$ cat src/rtl/ex_operand_stage_pkg.sv
// Shared types for the ID/EX operand stage: operand-select encoding, ALU opcodes, registered bundle.
// Forwarding is compiled in only when EX_OPERAND_FWD_EN is defined (see fwd_mux / ex_operand_stage).
package ex_pkg;

    localparam int EX_XLEN   = 32;
    localparam int EX_REG_AW = 4;

    typedef enum logic [1:0] {
        SRC1_RS1  = 2'b00,
        SRC1_PC   = 2'b01,
        SRC1_ZERO = 2'b10
    } src1_sel_e;

    localparam logic [3:0] ALU_AND   = 4'b0000;
    localparam logic [3:0] ALU_OR    = 4'b0001;
    localparam logic [3:0] ALU_ADD   = 4'b0010;
    localparam logic [3:0] ALU_SUB   = 4'b0110;
    localparam logic [3:0] ALU_SLT   = 4'b0111;
    localparam logic [3:0] ALU_PASS2 = 4'b1000;

    typedef struct packed {
        logic                 valid;
        logic [3:0]           alu_ctrl;
        logic [EX_XLEN-1:0]   data1;
        logic [EX_XLEN-1:0]   data2;
        logic [EX_XLEN-1:0]   store_data;
        logic [EX_XLEN-1:0]   pc;
        logic [EX_REG_AW-1:0] rd_addr;
        logic                 reg_write;
    } ex_bundle_t;

endpackage

$ cat src/rtl/ex_operand_stage_if.sv
// Decode-side, forwarding-source and ALU-side signals of the ID/EX operand stage.
// master = surrounding pipeline (decode, EX/MEM, MEM/WB, ALU); slave = the stage itself.
interface ex_operand_stage_if #(
    parameter int XLEN   = 32,
    parameter int REG_AW = 4
);
    logic              flush;
    logic              id_valid;
    logic              id_ready;
    logic [XLEN-1:0]   id_pc;
    logic [XLEN-1:0]   id_rs1_data;
    logic [XLEN-1:0]   id_rs2_data;
    logic [REG_AW-1:0] id_rs1_addr;
    logic [REG_AW-1:0] id_rs2_addr;
    logic              id_rs1_use;
    logic              id_rs2_use;
    logic [REG_AW-1:0] id_rd_addr;
    logic              id_reg_write;
    logic [XLEN-1:0]   id_imm;
    logic [3:0]        id_alu_ctrl;
    logic [1:0]        id_src1_sel;
    logic              id_src2_sel;
    logic              exm_valid;
    logic              exm_reg_write;
    logic              exm_is_load;
    logic [REG_AW-1:0] exm_rd_addr;
    logic [XLEN-1:0]   exm_data;
    logic              wb_valid;
    logic              wb_reg_write;
    logic [REG_AW-1:0] wb_rd_addr;
    logic [XLEN-1:0]   wb_data;
    logic              ex_valid;
    logic              ex_ready;
    logic [3:0]        ex_alu_ctrl;
    logic [XLEN-1:0]   ex_data1;
    logic [XLEN-1:0]   ex_data2;
    logic [XLEN-1:0]   ex_store_data;
    logic [XLEN-1:0]   ex_pc;
    logic [REG_AW-1:0] ex_rd_addr;
    logic              ex_reg_write;

    modport master (
        output flush, id_valid, id_pc, id_rs1_data, id_rs2_data, id_rs1_addr, id_rs2_addr,
               id_rs1_use, id_rs2_use, id_rd_addr, id_reg_write, id_imm, id_alu_ctrl,
               id_src1_sel, id_src2_sel,
               exm_valid, exm_reg_write, exm_is_load, exm_rd_addr, exm_data,
               wb_valid, wb_reg_write, wb_rd_addr, wb_data, ex_ready,
        input  id_ready, ex_valid, ex_alu_ctrl, ex_data1, ex_data2, ex_store_data, ex_pc,
               ex_rd_addr, ex_reg_write
    );

    modport slave (
        input  flush, id_valid, id_pc, id_rs1_data, id_rs2_data, id_rs1_addr, id_rs2_addr,
               id_rs1_use, id_rs2_use, id_rd_addr, id_reg_write, id_imm, id_alu_ctrl,
               id_src1_sel, id_src2_sel,
               exm_valid, exm_reg_write, exm_is_load, exm_rd_addr, exm_data,
               wb_valid, wb_reg_write, wb_rd_addr, wb_data, ex_ready,
        output id_ready, ex_valid, ex_alu_ctrl, ex_data1, ex_data2, ex_store_data, ex_pc,
               ex_rd_addr, ex_reg_write
    );
endinterface

$ cat src/rtl/ex_operand_stage_fwd_mux.sv
// Per-source RAW resolution: picks EX/MEM, MEM/WB or regfile value and flags a stall.
// EX_OPERAND_FWD_EN selects forwarding; otherwise every in-flight producer stalls the consumer.
module fwd_mux #(
    parameter int XLEN   = 32,
    parameter int REG_AW = 4
) (
    input  logic [REG_AW-1:0] rs_addr,
    input  logic              rs_use,
    input  logic [XLEN-1:0]   rf_data,
    input  logic              exm_valid,
    input  logic              exm_reg_write,
    input  logic              exm_is_load,
    input  logic [REG_AW-1:0] exm_rd_addr,
    input  logic [XLEN-1:0]   exm_data,
    input  logic              wb_valid,
    input  logic              wb_reg_write,
    input  logic [REG_AW-1:0] wb_rd_addr,
    input  logic [XLEN-1:0]   wb_data,
    output logic [XLEN-1:0]   fwd_data,
    output logic              hazard
);
    logic rs_nz;
    logic exm_match;
    logic wb_match;

    // x0 is hard-wired zero, so a producer "writing" x0 never creates a dependency
    assign rs_nz     = (rs_addr != '0);
    assign exm_match = rs_nz & exm_valid & exm_reg_write & (exm_rd_addr == rs_addr);
    assign wb_match  = rs_nz & wb_valid & wb_reg_write & (wb_rd_addr == rs_addr);

`ifdef EX_OPERAND_FWD_EN
    logic exm_hit;

    assign exm_hit  = exm_match & ~exm_is_load;
    assign fwd_data = exm_hit ? exm_data : (wb_match ? wb_data : rf_data);
    assign hazard   = rs_use & exm_match & exm_is_load;
`else
    logic unused_fwd_inputs;

    assign unused_fwd_inputs = ^{exm_data, wb_data, exm_is_load};
    assign fwd_data          = rf_data;
    assign hazard            = rs_use & (exm_match | wb_match);
`endif

endmodule

$ cat src/rtl/ex_operand_stage.sv
// ID/EX pipeline register ahead of the ALU: hazard stall, operand select, 1-entry valid/ready stage.
// Build option EX_OPERAND_FWD_EN enables EX/MEM and MEM/WB forwarding in fwd_mux.
module ex_operand_stage
    import ex_pkg::*;
#(
    parameter int XLEN   = EX_XLEN,
    parameter int REG_AW = EX_REG_AW
) (
    input logic               clk,
    input logic               rst,
    ex_operand_stage_if.slave bus
);
    logic [XLEN-1:0] rs1_fwd;
    logic [XLEN-1:0] rs2_fwd;
    logic            rs1_hazard;
    logic            rs2_hazard;
    logic            hazard;
    logic            fire;
    ex_bundle_t      ex_q;
    ex_bundle_t      ex_d;

    fwd_mux #(.XLEN(XLEN), .REG_AW(REG_AW)) u_fwd_rs1 (
        .rs_addr       (bus.id_rs1_addr),
        .rs_use        (bus.id_rs1_use),
        .rf_data       (bus.id_rs1_data),
        .exm_valid     (bus.exm_valid),
        .exm_reg_write (bus.exm_reg_write),
        .exm_is_load   (bus.exm_is_load),
        .exm_rd_addr   (bus.exm_rd_addr),
        .exm_data      (bus.exm_data),
        .wb_valid      (bus.wb_valid),
        .wb_reg_write  (bus.wb_reg_write),
        .wb_rd_addr    (bus.wb_rd_addr),
        .wb_data       (bus.wb_data),
        .fwd_data      (rs1_fwd),
        .hazard        (rs1_hazard)
    );

    fwd_mux #(.XLEN(XLEN), .REG_AW(REG_AW)) u_fwd_rs2 (
        .rs_addr       (bus.id_rs2_addr),
        .rs_use        (bus.id_rs2_use),
        .rf_data       (bus.id_rs2_data),
        .exm_valid     (bus.exm_valid),
        .exm_reg_write (bus.exm_reg_write),
        .exm_is_load   (bus.exm_is_load),
        .exm_rd_addr   (bus.exm_rd_addr),
        .exm_data      (bus.exm_data),
        .wb_valid      (bus.wb_valid),
        .wb_reg_write  (bus.wb_reg_write),
        .wb_rd_addr    (bus.wb_rd_addr),
        .wb_data       (bus.wb_data),
        .fwd_data      (rs2_fwd),
        .hazard        (rs2_hazard)
    );

    assign hazard       = rs1_hazard | rs2_hazard;
    assign bus.id_ready = (~ex_q.valid | bus.ex_ready) & ~hazard & ~bus.flush;
    assign fire         = bus.id_valid & bus.id_ready;

    always_comb begin
        ex_d            = '0;
        ex_d.valid      = 1'b1;
        ex_d.alu_ctrl   = bus.id_alu_ctrl;
        ex_d.pc         = bus.id_pc;
        ex_d.rd_addr    = bus.id_rd_addr;
        ex_d.reg_write  = bus.id_reg_write;
        ex_d.store_data = rs2_fwd;
        ex_d.data2      = bus.id_src2_sel ? bus.id_imm : rs2_fwd;
        // the reserved src1 encoding reads as zero, same as SRC1_ZERO
        case (bus.id_src1_sel)
            SRC1_RS1: ex_d.data1 = rs1_fwd;
            SRC1_PC:  ex_d.data1 = bus.id_pc;
            default:  ex_d.data1 = '0;
        endcase
    end

    // flush beats fire and hold; a drained slot with nothing new becomes a bubble
    always_ff @(posedge clk) begin
        if (rst) begin
            ex_q <= '0;
        end else if (bus.flush) begin
            ex_q.valid     <= 1'b0;
            ex_q.reg_write <= 1'b0;
        end else if (fire) begin
            ex_q <= ex_d;
        end else if (bus.ex_ready) begin
            ex_q.valid     <= 1'b0;
            ex_q.reg_write <= 1'b0;
        end
    end

    assign bus.ex_valid      = ex_q.valid;
    assign bus.ex_alu_ctrl   = ex_q.alu_ctrl;
    assign bus.ex_data1      = ex_q.data1;
    assign bus.ex_data2      = ex_q.data2;
    assign bus.ex_store_data = ex_q.store_data;
    assign bus.ex_pc         = ex_q.pc;
    assign bus.ex_rd_addr    = ex_q.rd_addr;
    assign bus.ex_reg_write  = ex_q.reg_write;

endmodule

$ cat src/flat_wrapper.sv
// flat-port wrapper written by rule: the top's interface ports become plain ports
module ex_operand_stage_flat import ex_pkg::*;
#(
    parameter int XLEN   = EX_XLEN,
    parameter int REG_AW = EX_REG_AW
)
  (clk, rst, bus_flush, bus_id_valid, bus_id_pc, bus_id_rs1_data, bus_id_rs2_data, bus_id_rs1_addr, bus_id_rs2_addr, bus_id_rs1_use, bus_id_rs2_use, bus_id_rd_addr, bus_id_reg_write, bus_id_imm, bus_id_alu_ctrl, bus_id_src1_sel, bus_id_src2_sel, bus_exm_valid, bus_exm_reg_write, bus_exm_is_load, bus_exm_rd_addr, bus_exm_data, bus_wb_valid, bus_wb_reg_write, bus_wb_rd_addr, bus_wb_data, bus_ex_ready, bus_id_ready, bus_ex_valid, bus_ex_alu_ctrl, bus_ex_data1, bus_ex_data2, bus_ex_store_data, bus_ex_pc, bus_ex_rd_addr, bus_ex_reg_write);
  ex_operand_stage_if #(.XLEN(XLEN), .REG_AW(REG_AW)) bus_i ();
  input logic clk;
  input logic rst;
  input wire logic [$bits(bus_i.flush)-1:0] bus_flush;
  input wire logic [$bits(bus_i.id_valid)-1:0] bus_id_valid;
  input wire logic [$bits(bus_i.id_pc)-1:0] bus_id_pc;
  input wire logic [$bits(bus_i.id_rs1_data)-1:0] bus_id_rs1_data;
  input wire logic [$bits(bus_i.id_rs2_data)-1:0] bus_id_rs2_data;
  input wire logic [$bits(bus_i.id_rs1_addr)-1:0] bus_id_rs1_addr;
  input wire logic [$bits(bus_i.id_rs2_addr)-1:0] bus_id_rs2_addr;
  input wire logic [$bits(bus_i.id_rs1_use)-1:0] bus_id_rs1_use;
  input wire logic [$bits(bus_i.id_rs2_use)-1:0] bus_id_rs2_use;
  input wire logic [$bits(bus_i.id_rd_addr)-1:0] bus_id_rd_addr;
  input wire logic [$bits(bus_i.id_reg_write)-1:0] bus_id_reg_write;
  input wire logic [$bits(bus_i.id_imm)-1:0] bus_id_imm;
  input wire logic [$bits(bus_i.id_alu_ctrl)-1:0] bus_id_alu_ctrl;
  input wire logic [$bits(bus_i.id_src1_sel)-1:0] bus_id_src1_sel;
  input wire logic [$bits(bus_i.id_src2_sel)-1:0] bus_id_src2_sel;
  input wire logic [$bits(bus_i.exm_valid)-1:0] bus_exm_valid;
  input wire logic [$bits(bus_i.exm_reg_write)-1:0] bus_exm_reg_write;
  input wire logic [$bits(bus_i.exm_is_load)-1:0] bus_exm_is_load;
  input wire logic [$bits(bus_i.exm_rd_addr)-1:0] bus_exm_rd_addr;
  input wire logic [$bits(bus_i.exm_data)-1:0] bus_exm_data;
  input wire logic [$bits(bus_i.wb_valid)-1:0] bus_wb_valid;
  input wire logic [$bits(bus_i.wb_reg_write)-1:0] bus_wb_reg_write;
  input wire logic [$bits(bus_i.wb_rd_addr)-1:0] bus_wb_rd_addr;
  input wire logic [$bits(bus_i.wb_data)-1:0] bus_wb_data;
  input wire logic [$bits(bus_i.ex_ready)-1:0] bus_ex_ready;
  output wire logic [$bits(bus_i.id_ready)-1:0] bus_id_ready;
  output wire logic [$bits(bus_i.ex_valid)-1:0] bus_ex_valid;
  output wire logic [$bits(bus_i.ex_alu_ctrl)-1:0] bus_ex_alu_ctrl;
  output wire logic [$bits(bus_i.ex_data1)-1:0] bus_ex_data1;
  output wire logic [$bits(bus_i.ex_data2)-1:0] bus_ex_data2;
  output wire logic [$bits(bus_i.ex_store_data)-1:0] bus_ex_store_data;
  output wire logic [$bits(bus_i.ex_pc)-1:0] bus_ex_pc;
  output wire logic [$bits(bus_i.ex_rd_addr)-1:0] bus_ex_rd_addr;
  output wire logic [$bits(bus_i.ex_reg_write)-1:0] bus_ex_reg_write;
  assign bus_i.flush = bus_flush;
  assign bus_i.id_valid = bus_id_valid;
  assign bus_i.id_pc = bus_id_pc;
  assign bus_i.id_rs1_data = bus_id_rs1_data;
  assign bus_i.id_rs2_data = bus_id_rs2_data;
  assign bus_i.id_rs1_addr = bus_id_rs1_addr;
  assign bus_i.id_rs2_addr = bus_id_rs2_addr;
  assign bus_i.id_rs1_use = bus_id_rs1_use;
  assign bus_i.id_rs2_use = bus_id_rs2_use;
  assign bus_i.id_rd_addr = bus_id_rd_addr;
  assign bus_i.id_reg_write = bus_id_reg_write;
  assign bus_i.id_imm = bus_id_imm;
  assign bus_i.id_alu_ctrl = bus_id_alu_ctrl;
  assign bus_i.id_src1_sel = bus_id_src1_sel;
  assign bus_i.id_src2_sel = bus_id_src2_sel;
  assign bus_i.exm_valid = bus_exm_valid;
  assign bus_i.exm_reg_write = bus_exm_reg_write;
  assign bus_i.exm_is_load = bus_exm_is_load;
  assign bus_i.exm_rd_addr = bus_exm_rd_addr;
  assign bus_i.exm_data = bus_exm_data;
  assign bus_i.wb_valid = bus_wb_valid;
  assign bus_i.wb_reg_write = bus_wb_reg_write;
  assign bus_i.wb_rd_addr = bus_wb_rd_addr;
  assign bus_i.wb_data = bus_wb_data;
  assign bus_i.ex_ready = bus_ex_ready;
  assign bus_id_ready = bus_i.id_ready;
  assign bus_ex_valid = bus_i.ex_valid;
  assign bus_ex_alu_ctrl = bus_i.ex_alu_ctrl;
  assign bus_ex_data1 = bus_i.ex_data1;
  assign bus_ex_data2 = bus_i.ex_data2;
  assign bus_ex_store_data = bus_i.ex_store_data;
  assign bus_ex_pc = bus_i.ex_pc;
  assign bus_ex_rd_addr = bus_i.ex_rd_addr;
  assign bus_ex_reg_write = bus_i.ex_reg_write;
  ex_operand_stage #(.XLEN(XLEN), .REG_AW(REG_AW)) u_core (.clk(clk), .rst(rst), .bus(bus_i));
endmodule
$ cat config.mk
export PLATFORM = sky130hd
export DESIGN_NAME = ex_operand_stage_flat
export DESIGN_NICKNAME = d
export VERILOG_FILES = /design/src/rtl/ex_operand_stage_pkg.sv /design/src/rtl/ex_operand_stage_if.sv /design/src/rtl/ex_operand_stage_fwd_mux.sv /design/src/rtl/ex_operand_stage.sv /design/src/flat_wrapper.sv
export SDC_FILE = /design/constraint.sdc
export NUM_CORES = 1
export LEC_CHECK = 0
export CORE_AREA = 2 2 143 145
export DETAILED_ROUTE_END_ITERATION = 6
export DIE_AREA = 0 0 145 147
export GPL_ROUTABILITY_DRIVEN = 1
export GPL_TIMING_DRIVEN = 0
export PLACE_DENSITY = 0.71
export SYNTH_ARGS = -nofsm -noshare
export SYNTH_HDL_FRONTEND = slang
export SYNTH_SLANG_ARGS = --single-unit
export TNS_END_PERCENT = 30
$ cat constraint.sdc
create_clock -name clk -period 4.2 [get_ports clk]
set_input_delay 0.42 -clock clk [delete_from_list [all_inputs] [get_ports clk]]
set_output_delay 0.42 -clock clk [all_outputs]
set_load 0.05 [all_outputs]
Yosys cells after proc, flatten, opt, wreduce, memory -nomap -nowiden

Index checks and enable logic that the tools add are counted.

Equality and inequality tests: 5
Reductions and logical operators: 6
Bitwise operators: 24
Muxes and demuxes: 5

Operators with widths:

| kind                 | number |
|---|---|
| $pmux W32 S2         | 1 |
| $mux W32             | 1 |
| $and A1 B1 Y1        | 17 |
| $eq A4 B4 Y1         | 4 |
| $reduce_bool A4 Y1   | 2 |
| $or A1 B1 Y1         | 4 |
| $mux W1              | 3 |
| $not A1 Y1           | 3 |
| $eq A2 B1 Y1 const B | 1 |
| $logic_not A2 Y1     | 1 |
| $reduce_and A2 Y1    | 1 |
| $reduce_bool A2 Y1   | 1 |
| $reduce_or A2 Y1     | 1 |

Logic and storage cells: 48
Output and inout port bits: 139
Bits in registers: 138

Logic depth before layout (Yosys ltp)

Depth in word-level cells: 12
Gate-level depth with buffers: 8

Hierarchy

A second synthesis with hierarchy kept.

Cells, all modules: 764
Area, all modules: 6678.9 um^2

Modules (own cells, without submodules):

| module           | cells each | instances | area each (um^2) |
|---|---|---|---|
| ex_operand_stage | 668        | 1         | 5963.2 |
| fwd_mux          | 48         | 2         | 357.8 |

Worst setup path after synthesis

OpenSTA, ideal clock, no wires.

Kind: input -> output
Start point: in bus_id_rs1_addr[1]
End point: out bus_id_ready
Buffers on the path: 0
Stages: 3
Arrival time: 2.445 ns
Path slack: 1.335 ns
Path through: o41ai_1 a21oi_2 nor4_1

Longest elaborated chain between the ends: 10

Ends and longest elaborated chain:

| element                                              | RTL line                                                       | source |
|---|---|---|
| from (decl)                                          | flat_wrapper.sv:16                                             | `input wire logic [$bits(bus_i.id_rs1_addr)-1:0] bus_id_rs1_addr;` |
| $reduce_bool A4 Y1                                   | ex_operand_stage_fwd_mux.sv:27                                 | `assign rs_nz = (rs_addr != '0);` |
| $and A1 B1 Y1, on equally long branches (3 in a row) | ex_operand_stage_fwd_mux.sv:28, ex_operand_stage_fwd_mux.sv:29 |  |
| $or A1 B1 Y1 *                                       | ex_operand_stage_fwd_mux.sv:42                                 | `assign hazard = rs_use & (exm_match \| wb_match);` |
| $and A1 B1 Y1 *                                      | ex_operand_stage_fwd_mux.sv:42                                 |  |
| $or A1 B1 Y1 *                                       | ex_operand_stage.sv:56                                         | `assign hazard = rs1_hazard \| rs2_hazard;` |
| $not A1 Y1 *                                         | ex_operand_stage.sv:57                                         | `assign bus.id_ready = (~ex_q.valid \| bus.ex_ready) & ~hazard & ~bus.flush;` |
| $and A1 B1 Y1 * (2 in a row)                         | ex_operand_stage.sv:57                                         |  |
| to (decl)                                            | flat_wrapper.sv:36                                             | `output wire logic [$bits(bus_i.id_ready)-1:0] bus_id_ready;` |

Mark *: on every way between the ends. The rest lies on a longest branch, timed or not.

Worst setup path after layout

Same ends and word-level chain as after synthesis.

==> run summary <==
The global placement routability congestion came out at 0.789. The initial antenna violation count is 1. The setup TNS after final layout came out at 0 ns. The final worst clock skew is 0.00670 ns. The number of endpoints with negative hold slack in the final report came to 0. For this run, the number of Yosys warnings is 0. The wire-length estimate of the detail-placed layout is 16.4 mm. The sequential share of power came out at 0.368.

In this run the horizontal extent of the chip is 145 µm. The required time at the worst-slack endpoint is 3.78 ns. After routing the design area is 11000 µm². The number of routed nets with antenna violations came out at 0. The post-cts gate resize count is 0. The tightest min-delay check is of the register to register type.

After detailed routing, the average wire length per cell comes to 16.5 µm. The critical path endpoint category is an output pin. The switching power summed over all nets came out at 1.14 mW.

The clock insertion delay at the later pin of the skew report came out at 0.42 ns. The launching element of the worst setup path is bus_id_rs1_addr[1]. The total global routing overflow came out at 0. The placeable core region is 19800 µm². The cell type with the highest aggregate area in the netlist is sky130_fd_sc_hd__dfxtp_1. The first global-routing pass estimated 33.7 mm of wire. The final layout net count came out at 1257. The power density of the placed cells is 349 nW/µm².

The total die area came out at 21300 µm². The count of endpoints failing setup in the final report came out at 0. The arrival time reported for the critical path endpoint came out at 2.65 ns.

371 I/O pins were placed. The clock buffer count from CTS came out at 17. Counting flops and latches in the post-synthesis netlist gives 138. The global-route usage over all layers came out at 0.202.

The cell area after technology mapping is 7030 µm². The number of buffers added to fix hold violations after cts came out at 0. The initial utilization of the core area, before any placement, comes to 0.354. The internal power came out at 2.70 mW. The total cell area at the placement stage came out at 10400 µm². The dominant register cell in the synthesized netlist is sky130_fd_sc_hd__dfxtp_1. Across the VDD grid, the largest voltage drop is 263 µV. The run finished with clean final reports.

The via density per instance came out at 4.53. The minimum clock period after layout came out at 3.07 ns. The portion of synthesized cell area occupied by the leading cell type came out at 0.393.

The clock-pin slew on the worst setup and hold paths is 0.06 ns. The proportion of total power due to net switching came out at 0.296. The number of pins with negative max-slew slack in the final report is 0. The maximum root-to-sink buffer count came out at 2. In this run the clock root is driven by a sky130_fd_sc_hd__clkbuf_16. STA classifies the critical path startpoint as a primary input.

Yosys mapped a number of flops with a built-in enable equal to 0. The clock net sink count came out at 138. The number of setup buffers added after CTS came out at 0. Of the cells placed in the final design, the portion with a size suffix greater than 1 is 0.105. The slew of the pin with the lowest slew margin is 0.785 ns. The worst reg2reg path startpoint is u_core.bus.ex_valid$_SDFFE_PP0P_. The row count is 52. The part of the power in the clock network is 0.399.

For this run, the register share of the synthesized area comes to 0.393. The average cell area after synthesis is 9.98 µm². Of the available clock period, the critical path in the final layout requires 0.732. The fraction of registers with async set/reset is 0.

The cell leakage power came out at 4.15 nW. The count of buffers from port buffering came out at 302. The detailed-router iteration count before antenna repair is 4. After synthesis, the netlist uses 25 different library cells. The instance count of the mapped netlist is 704.

The relative max-transition margin came out at 0.476. Synthesis produced a netlist with a net count of 936. The max-cap violation count is 0.

The DRC violation total after the first TritonRoute iteration is 123. Setup repair after global routing left no endpoint under its margin. The clock tree from TritonCTS is built. By area the synthesized netlist is led by sky130_fd_sc_hd__dfxtp_1 39%, sky130_fd_sc_hd__mux2i_1 20%, sky130_fd_sc_hd__nand2b_1 16%. The number of global-route vias before repair came out at 6164. The worst setup path is of the primary input to output pin kind. The worst min-delay path startpoint is u_core.bus.ex_pc[14]$_SDFFE_PP0P_. The count of H-tree levels built during CTS came out at 4. The total routed wirelength is 21.6 mm.

The final route contains 5924 vias. Timing would allow up to 0.325 GHz. The area growth from synthesis to final layout is 56.4%.

In this run the vertical extent of the chip is 147 µm. The pin count of the biggest net entering global routing is 17. For this run, the share of the core covered by cells in the final layout is 0.554.

The post-detailed-route DRC marker count is 0. The highest net fanout along the worst path came out at 3. The share of total power in combinational logic is 0.234. The number of fill cells is 1811.
==> critical path: stages <==
cell and delay, ns:
sky130_fd_sc_hd__clkdlybuf4s50_1 0.49, sky130_fd_sc_hd__o41ai_1 0.47, sky130_fd_sc_hd__a21oi_2 0.10, sky130_fd_sc_hd__nor4_1 0.30, sky130_fd_sc_hd__clkdlybuf4s50_1 0.88
==> cell usage in the layout, fill, tap and decap left out, types with 3 or more instances in the layout <==
master,count
sky130_fd_sc_hd__nand2b_1,176
sky130_fd_sc_hd__mux2_1,5
sky130_fd_sc_hd__xnor2_1,8
sky130_fd_sc_hd__clkdlybuf4s50_1,302
sky130_fd_sc_hd__nand4_1,4
sky130_fd_sc_hd__nor2b_1,33
sky130_fd_sc_hd__mux2_2,39
sky130_fd_sc_hd__nand2_1,35
sky130_fd_sc_hd__clkbuf_16,17
sky130_fd_sc_hd__clkinvlp_4,3
sky130_fd_sc_hd__buf_4,11
sky130_fd_sc_hd__nor2_1,37
sky130_fd_sc_hd__mux2_4,20
sky130_fd_sc_hd__inv_6,3
sky130_fd_sc_hd__buf_1,5
sky130_fd_sc_hd__mux2i_1,137
sky130_fd_sc_hd__clkinv_4,3
sky130_fd_sc_hd__dfxtp_1,138
sky130_fd_sc_hd__xor2_1,8
sky130_fd_sc_hd__buf_6,4
sky130_fd_sc_hd__clkbuf_1,33
==> cells by family (layout without fill, tap and decap cells) <==
| kind of cell | count (synthesis) | in the layout | synth area share |
|---|---|---|---|
| AO/OA/AOI/OAI | 5 | 5 | 0.00605 |
| XOR/XNOR | 16 | 16 | 0.0199 |
| AND/OR/NAND/NOR | 291 | 291 | 0.234 |
| flip-flops | 138 | 138 | 0.393 |
| other | 0 | 1 | 0 |
| multiplexers | 201 | 201 | 0.308 |
| buffers and inverters | 53 | 387 | 0.0386 |
==> stage by stage <==
step | power [mW] | instances | worst slack [ns] | hold slack (ns)
floorplan | 1.96 | 704 | 1.34 | 0.562
global placement | 2.33 | 1276 | 1.11 | 0.458
detailed placement | 2.34 | 1276 | 1.13 | 0.460
CTS | 3.88 | 1308 | 1.11 | 0.473
global route | 3.99 | 1309 | 1.01 | 0.485
finish | 3.84 | 1309 | 1.13 | 0.471
==> area by class of cell <==
cell class	count	area [µm²]	area share
antenna	1	2.50	0.000228
buffer	53	272	0.0247
clock buffer	19	443	0.0403
clock inverter	13	158	0.0143
multi-input combinational	513	3990	0.363
sequential	138	2760	0.251
tap	270	338	0.0307
timing repair buffer	302	3020	0.275
==> flip-flops by register name, summed over array words and instances, names as in the netlist <==
name,count
u_core.bus.ex_data1,32
u_core.bus.ex_valid,1
u_core.bus.ex_pc,32
u_core.bus.ex_alu_ctrl,4
u_core.bus.ex_rd_addr,4
u_core.bus.ex_store_data,32
u_core.bus.ex_data2,32
u_core.bus.ex_reg_write,1
==> cell usage after synthesis (2+ instances only) <==
| master | instances |
|---|---|
| sky130_fd_sc_hd__nand2b_1 | 176 |
| sky130_fd_sc_hd__a21oi_2 | 2 |
| sky130_fd_sc_hd__buf_4 | 11 |
| sky130_fd_sc_hd__mux2_4 | 20 |
| sky130_fd_sc_hd__nor3_1 | 2 |
| sky130_fd_sc_hd__buf_6 | 4 |
| sky130_fd_sc_hd__nor2b_1 | 33 |
| sky130_fd_sc_hd__nor2_1 | 37 |
| sky130_fd_sc_hd__buf_1 | 5 |
| sky130_fd_sc_hd__mux2i_1 | 137 |
| sky130_fd_sc_hd__mux2_2 | 39 |
| sky130_fd_sc_hd__clkbuf_1 | 32 |
| sky130_fd_sc_hd__mux2_1 | 5 |
| sky130_fd_sc_hd__xor2_1 | 8 |
| sky130_fd_sc_hd__nand2_1 | 35 |
| sky130_fd_sc_hd__xnor2_1 | 8 |
| sky130_fd_sc_hd__o41ai_1 | 2 |
| sky130_fd_sc_hd__nand4_1 | 4 |
| sky130_fd_sc_hd__dfxtp_1 | 138 |
==> per-layer routing <==
metal | vias up | GRT usage | wire length (µm)
met4 | 0 | 0.0639 | 435
met1 | 2751 | 0.242 | 9490
li1 | 2965 | - | -
met2 | 187 | 0.347 | 10300
met3 | 21 | 0.0618 | 1380
met5 | - | 0 | 0
==> power by group through the flow <==
stage | Clock, mW | Sequential (mW) | Combinational, mW
after global placement | 0 | 1.44 | 0.897
final | 1.53 | 1.41 | 0.897
after floorplan | 0 | 1.67 | 0.289
after detailed placement | 0 | 1.44 | 0.901
after global routing | 1.62 | 1.42 | 0.947
after CTS | 1.57 | 1.41 | 0.905
==> final timing paths <==
| check | to | slack [ns] | depth (start not counted) |
|---|---|---|---|
| setup / recovery | bus_id_ready | 1.13 | 5 |
| hold / removal | u_core.bus.ex_pc[14]$_SDFFE_PP0P_ | 0.47 | 2 |
| setup reg to reg | u_core.bus.ex_data2[17]$_SDFFE_PP0P_ | 2.59 | 7 |
| hold reg to reg | u_core.bus.ex_pc[14]$_SDFFE_PP0P_ | 0.47 | 2 |
(Power assumes the default switching activity.)
